**config.mk**
```make
export PLATFORM = sky130hd
export DESIGN_NAME = alu_exec_unit
export DESIGN_NICKNAME = d
export VERILOG_FILES = /design/src/rtl/alu_exec_unit_pkg.sv /design/src/rtl/alu_exec_unit_serial_sra_shifter.sv /design/src/rtl/alu_exec_unit.sv
export SDC_FILE = /design/constraint.sdc
export NUM_CORES = 1
export LEC_CHECK = 0
export BUFFER_PORTS_ARGS = -buffer_cell sky130_fd_sc_hd__buf_2
export CORE_MARGIN = 1.5
export CORE_UTILIZATION = 61
export CTS_BUF_LIST = sky130_fd_sc_hd__clkbuf_8
export CTS_CLUSTER_DIAMETER = 40
export DETAILED_ROUTE_END_ITERATION = 12
export PLACE_DENSITY = 0.84
export RECOVER_POWER = 100
export SLEW_MARGIN = 20
export SYNTH_ARGS = -nofsm -noshare
export SYNTH_HDL_FRONTEND = slang
export SYNTH_SLANG_ARGS = --single-unit
```
**constraint.sdc**
```tcl
create_clock -name clk_i -period 8.1 [get_ports clk_i]
set_clock_uncertainty 0.05 [all_clocks]
set_input_delay 0.81 -clock clk_i [delete_from_list [all_inputs] [get_ports clk_i]]
set_output_delay 0.81 -clock clk_i [all_outputs]
set_load 0.005 [all_outputs]
```
**src/rtl/alu_exec_unit_pkg.sv**
```systemverilog
// Encodings shared between the ALU control decoder and the execute unit.
package alu_exec_unit_pkg;

  localparam logic [3:0] ALU_AND  = 4'b0000;
  localparam logic [3:0] ALU_OR   = 4'b0001;
  localparam logic [3:0] ALU_ADD  = 4'b0010;
  localparam logic [3:0] ALU_SUB  = 4'b0110;
  localparam logic [3:0] ALU_SLT  = 4'b0111;
  localparam logic [3:0] ALU_SLTU = 4'b1111;

  localparam logic [1:0] SRC_ALU   = 2'b00;
  localparam logic [1:0] SRC_SHIFT = 2'b01;
  localparam logic [1:0] SRC_LUI   = 2'b10;

  typedef enum logic [1:0] {
    ST_IDLE  = 2'b00,
    ST_SHIFT = 2'b01,
    ST_DONE  = 2'b10
  } state_e;

  // Only a subtract routed to the result drives the branch decision.
  function automatic logic is_branch_op(input logic [1:0] src, input logic [3:0] op);
    return (src == SRC_ALU) && (op == ALU_SUB);
  endfunction

endpackage

```
**src/rtl/alu_exec_unit_serial_sra_shifter.sv**
```systemverilog
// Iterative arithmetic right shifter: one bit per step, counting the amount down.
module serial_sra_shifter #(
  parameter int DATA_W = 32,
  parameter int SH_W   = 5
) (
  input  logic              clk_i,
  input  logic              rst_i,
  input  logic              load_i,
  input  logic              step_i,
  input  logic [DATA_W-1:0] data_i,
  input  logic [SH_W-1:0]   amount_i,
  output logic              last_o,
  output logic [DATA_W-1:0] next_o
);

  logic [DATA_W-1:0] data_q, data_d;
  logic [SH_W-1:0]   count_q, count_d;

  assign next_o = DATA_W'($signed(data_q) >>> 1);
  assign last_o = (count_q == SH_W'(1));

  always_comb begin
    data_d  = data_q;
    count_d = count_q;
    if (load_i) begin
      data_d  = data_i;
      count_d = amount_i;
    end else if (step_i && (count_q != '0)) begin
      data_d  = next_o;
      count_d = count_q - SH_W'(1);
    end
  end

  always_ff @(posedge clk_i) begin
    if (rst_i) begin
      data_q  <= '0;
      count_q <= '0;
    end else begin
      data_q  <= data_d;
      count_q <= count_d;
    end
  end

endmodule

```
**src/rtl/alu_exec_unit.sv**
```systemverilog
// Execute-stage ALU with start/done handshake; sra/srav take amount+1 cycles.
module alu_exec_unit
  import alu_exec_unit_pkg::*;
#(
  parameter int DATA_W = 32,
  parameter int SH_W   = 5
) (
  input  logic              clk_i,
  input  logic              rst_i,
  input  logic              start_i,
  input  logic [3:0]        ALUCtrl_i,
  input  logic [1:0]        fur_slt_i,
  input  logic              sra_scr_i,
  input  logic              be_i,
  input  logic [DATA_W-1:0] src1_i,
  input  logic [DATA_W-1:0] src2_i,
  input  logic [SH_W-1:0]   shamt_i,
  input  logic [15:0]       imm_i,
  output logic              ready_o,
  output logic              done_o,
  output logic [DATA_W-1:0] result_o,
  output logic              zero_o,
  output logic              branch_o
);

  state_e            state_q;
  logic              ready_q;
  logic              done_q;
  logic [DATA_W-1:0] result_q;
  logic              zero_q;
  logic              branch_q;

  logic              accept;
  logic              is_shift;
  logic [SH_W-1:0]   sh_amt;
  logic [DATA_W-1:0] alu_res;
  logic [DATA_W-1:0] fast_res;
  logic              fast_branch;
  logic              sh_last;
  logic [DATA_W-1:0] sh_next;

  assign accept   = start_i & ready_q;
  assign is_shift = (fur_slt_i == SRC_SHIFT);
  assign sh_amt   = sra_scr_i ? src1_i[SH_W-1:0] : shamt_i;

  always_comb begin
    alu_res = '0;
    case (ALUCtrl_i)
      ALU_AND:  alu_res = src1_i & src2_i;
      ALU_OR:   alu_res = src1_i | src2_i;
      ALU_ADD:  alu_res = src1_i + src2_i;
      ALU_SUB:  alu_res = src1_i - src2_i;
      ALU_SLT:  alu_res = {{(DATA_W-1){1'b0}}, $signed(src1_i) < $signed(src2_i)};
      ALU_SLTU: alu_res = {{(DATA_W-1){1'b0}}, src1_i < src2_i};
      default:  alu_res = '0;
    endcase
  end

  // Single-cycle result; a zero-amount shift just passes the operand through.
  always_comb begin
    fast_res = '0;
    case (fur_slt_i)
      SRC_ALU:   fast_res = alu_res;
      SRC_SHIFT: fast_res = src2_i;
      SRC_LUI:   fast_res = {imm_i, {(DATA_W-16){1'b0}}};
      default:   fast_res = '0;
    endcase
  end

  assign fast_branch = is_branch_op(fur_slt_i, ALUCtrl_i) & ((fast_res == '0) ^ be_i);

  serial_sra_shifter #(
    .DATA_W (DATA_W),
    .SH_W   (SH_W)
  ) u_shifter (
    .clk_i    (clk_i),
    .rst_i    (rst_i),
    .load_i   (accept & is_shift),
    .step_i   (state_q == ST_SHIFT),
    .data_i   (src2_i),
    .amount_i (sh_amt),
    .last_o   (sh_last),
    .next_o   (sh_next)
  );

  always_ff @(posedge clk_i) begin
    if (rst_i) begin
      state_q  <= ST_IDLE;
      ready_q  <= 1'b1;
      done_q   <= 1'b0;
      result_q <= '0;
      zero_q   <= 1'b1;
      branch_q <= 1'b0;
    end else begin
      done_q <= 1'b0;
      case (state_q)
        ST_IDLE: begin
          if (accept) begin
            ready_q <= 1'b0;
            if (is_shift && (sh_amt != '0)) begin
              state_q <= ST_SHIFT;
            end else begin
              state_q  <= ST_DONE;
              done_q   <= 1'b1;
              result_q <= fast_res;
              zero_q   <= (fast_res == '0);
              branch_q <= fast_branch;
            end
          end
        end
        ST_SHIFT: begin
          if (sh_last) begin
            state_q  <= ST_DONE;
            done_q   <= 1'b1;
            result_q <= sh_next;
            zero_q   <= (sh_next == '0);
            branch_q <= 1'b0;
          end
        end
        ST_DONE: begin
          state_q <= ST_IDLE;
          ready_q <= 1'b1;
        end
        default: begin
          state_q <= ST_IDLE;
          ready_q <= 1'b1;
        end
      endcase
    end
  end

  assign ready_o  = ready_q;
  assign done_o   = done_q;
  assign result_o = result_q;
  assign zero_o   = zero_q;
  assign branch_o = branch_q;

endmodule

```
==> impl_metrics.ini <==
[outcome]
outcome = complete, but fails checks
violations = max-capacitance violations, max-slew violations

[synth]
syn_nets = 1503
synth_cell_type_count = 94
synth_cells = 1303
yosys.area.top_type = dfxtp_1
synth_common_cells = nor2_1, nand2_1, a21oi_1
synth_ff_type = dfxtp_1
yosysMostFrequentCell = nor2_1
ys_seq_elements = 74
yosysWarnings = 0
yosysSeqAreaShare_pct = 15.89
synth_area_per_cell_um2 = 7.157
syn_area_mm2 = 0.009325
async_flop_share_pct = 0
synthTopCellsByArea = dfxtp_1, ha_1, nor2_1, a21oi_1, nand2_1
synth_edf_count = 0
synth_top_area_share_pct = 15.89

[timing]
tightest_slew_ns = 3.249
finalSetupViolCount = 0
layout_min_cycle_time_ns = 5.515
slew_headroom_pct = -116.6
period_share_pct = 68.09
clock.fmax_ghz = 0.1813
fin_tns_setup_ns = 0
drv_slew = 78
rsz0062_at_grt = no
finalHoldViolCount = 0

[place]
dp.final_hpwl_um = 27070
dp.cells = 1547
gp_congestion = 1.065
io_buffers = 131

[global_route]
grt_pass1_wl_um = 54260
antenna_found_initial = 1
grt_pass1_vias = 9800
overflow = 0
grtUsageTotal_pct = 42.77
grt_max_degree = 78

[routing]
dr.pass1.iters = 6
drt_iter0_drc = 1806
drc = 0
drt_wl_total_um = 35390
vias = 10883
post_drt_wl_per_cell_um = 22.63
via_per_inst = 6.958
drtAntennaViolNets = 0

[setup_path]
startpoint_type = input port
worstPathArrival_ns = 5.69
endpoint_kind = flop
cp_max_fo = 6
criticalPathCategory = input port to flop
crit_required_ns = 8.28

[die]
die_w_um = 126.6
row_count = 45
chipHeight_um = 126.6
dieArea_mm2 = 0.01604
io_pins = 132
initial_utilization_pct = 61.80
core_area_mm2 = 0.01509

[layout]
instances_no_fill = 1564
area_growth_pct = 8.882
nets = 1570
drive_gt1_share_pct = 13.09

[pwr]
vdd_ir_drop_max_mv = 0.1402
p_leak_nw = 4.316
power_density_mw_per_mm2 = 125.2

[job]
max_cap_violations = 1

[cts]
root_buffer = clkbuf_8
clk_path_buf_depth = 2
cts.clk_slew.worst_paths_ns = 0.07
hold_buffers = 0
clock_sinks = 74
htree_levels = 3
cts_setup_buffers = 0
clock_latency_ns = 0.35
cts_tree = yes
cts_resized = 0
cts_made_buffers = 9

[worst_hold_path]
hold_path.class = flop to flop
## where the power goes
part,switching (W),internal (W),leakage [nW],total (W)
Sequential,0.0000193,0.000386,0.604,0.000406
Clock,0.000133,0.000171,0.116,0.000304
Combinational,0.000367,0.000194,3.60,0.000562
## area by class of cell
class	instances	area, um^2
clock inverters	7	86.33
flip-flops and latches	74	1481
multi-input cells	1040	7111
inverters	100	375.4
fillers	1375	4936
repair buffers	145	738.2
well taps	188	235.2
clock buffers	9	123.9
diodes	1	2.502
## final timing paths
| check | slack [ns] | start | to | depth (start not counted) |
|---|---|---|---|---|
| max | 2.58 | src2_i[2] | branch_o | 15 |
| min | 0.40 | result_o[17] | result_o[17] | 2 |
| max reg2reg | 5.50 | u_shifter.count_q[2] | branch_o | 6 |
| min reg2reg | 0.40 | result_o[17] | result_o[17] | 2 |
## kinds of logic (layout without fill, tap and decap cells)
logic type,Yosys count,after routing,share of synthesized area [%]
AOI/OAI and AO/OA,432,432,32.93
xor gates and xnor gates,20,20,1.878
adders and majority gates,104,104,14.12
buffers and inverters,189,261,7.970
DFF,74,74,15.89
muxes,42,42,4.548
other,0,1,0
and+or+nand+nor,442,442,22.68
## state kept, by name (all words and copies together) (netlist names)
register and count:
branch_o 1, done_o 1, ready_o 1, result_o 32
state_q 2, u_shifter.count_q 5, u_shifter.data_q 31, zero_o 1
## through the flow
stage	util [%]	hold slack (ns)	cell area, um^2	worst slack (ns)	power (W)
final	67.29	0.4034	10150	2.585	0.001271
after global routing	67.29	0.4264	10150	2.537	0.001329
after CTS	67.60	0.4038	10200	3.441	0.001251
after detailed placement	66.20	0.3958	9990	3.169	0.0009518
after global placement	66.20	0.3855	9990	3.125	0.0009474
after floorplan	-	0.3982	9325	4.197	0.0007764
## layout by cell type, fill, tap and decap left out, types with 6 or more instances in the layout
cell | synthesis | layout
o221ai_1 | 11 | 11
a31oi_1 | 13 | 13
ha_1 | 102 | 102
clkbuf_1 | 64 | 16
a211o_1 | 6 | 6
or3_1 | 10 | 10
o31ai_1 | 21 | 21
a311oi_1 | 12 | 12
nand2b_1 | 13 | 13
and3_1 | 6 | 6
xnor2_1 | 16 | 16
o21a_1 | 8 | 8
inv_1 | 97 | 99
buf_4 | 1 | 13
dfxtp_1 | 74 | 74
a22oi_1 | 12 | 12
a21o_1 | 12 | 12
o21ai_0 | 60 | 62
a211oi_1 | 50 | 50
buf_2 | 18 | 116
nor3_1 | 36 | 35
mux2i_1 | 39 | 39
nand3_1 | 24 | 23
nor4_1 | 21 | 21
a221o_1 | 15 | 15
a21oi_1 | 105 | 105
o211ai_1 | 15 | 17
nor2b_1 | 13 | 10
clkbuf_8 | 0 | 9
o21bai_1 | 7 | 7
nand2_1 | 112 | 112
a222oi_1 | 9 | 9
nor2_1 | 149 | 149
nand4_1 | 18 | 18
a221oi_1 | 8 | 8
## worst max-delay path: stages
cell,delay (ns)
clkbuf_1,0.18
inv_1,0.11
ha_1,0.41
nor2_1,0.09
o311ai_0,0.84
a31oi_2,0.28
a21oi_1,0.41
o211ai_1,0.34
mux2i_1,0.20
o31ai_1,0.49
o2111ai_1,0.20
or4b_1,0.58
nor2_1,0.35
a31oi_1,0.19
nand3b_1,0.20
## per-layer routing
metal  global-route usage, %  up-vias  wire length, um
met5                       0        -                0
met1                   61.19     5015            14930
met3                   8.056      114             4524
met2                   64.00      813            14670
met4                   15.01        0             1266
li1                        -     4941                -
(Power assumes the default switching activity.)
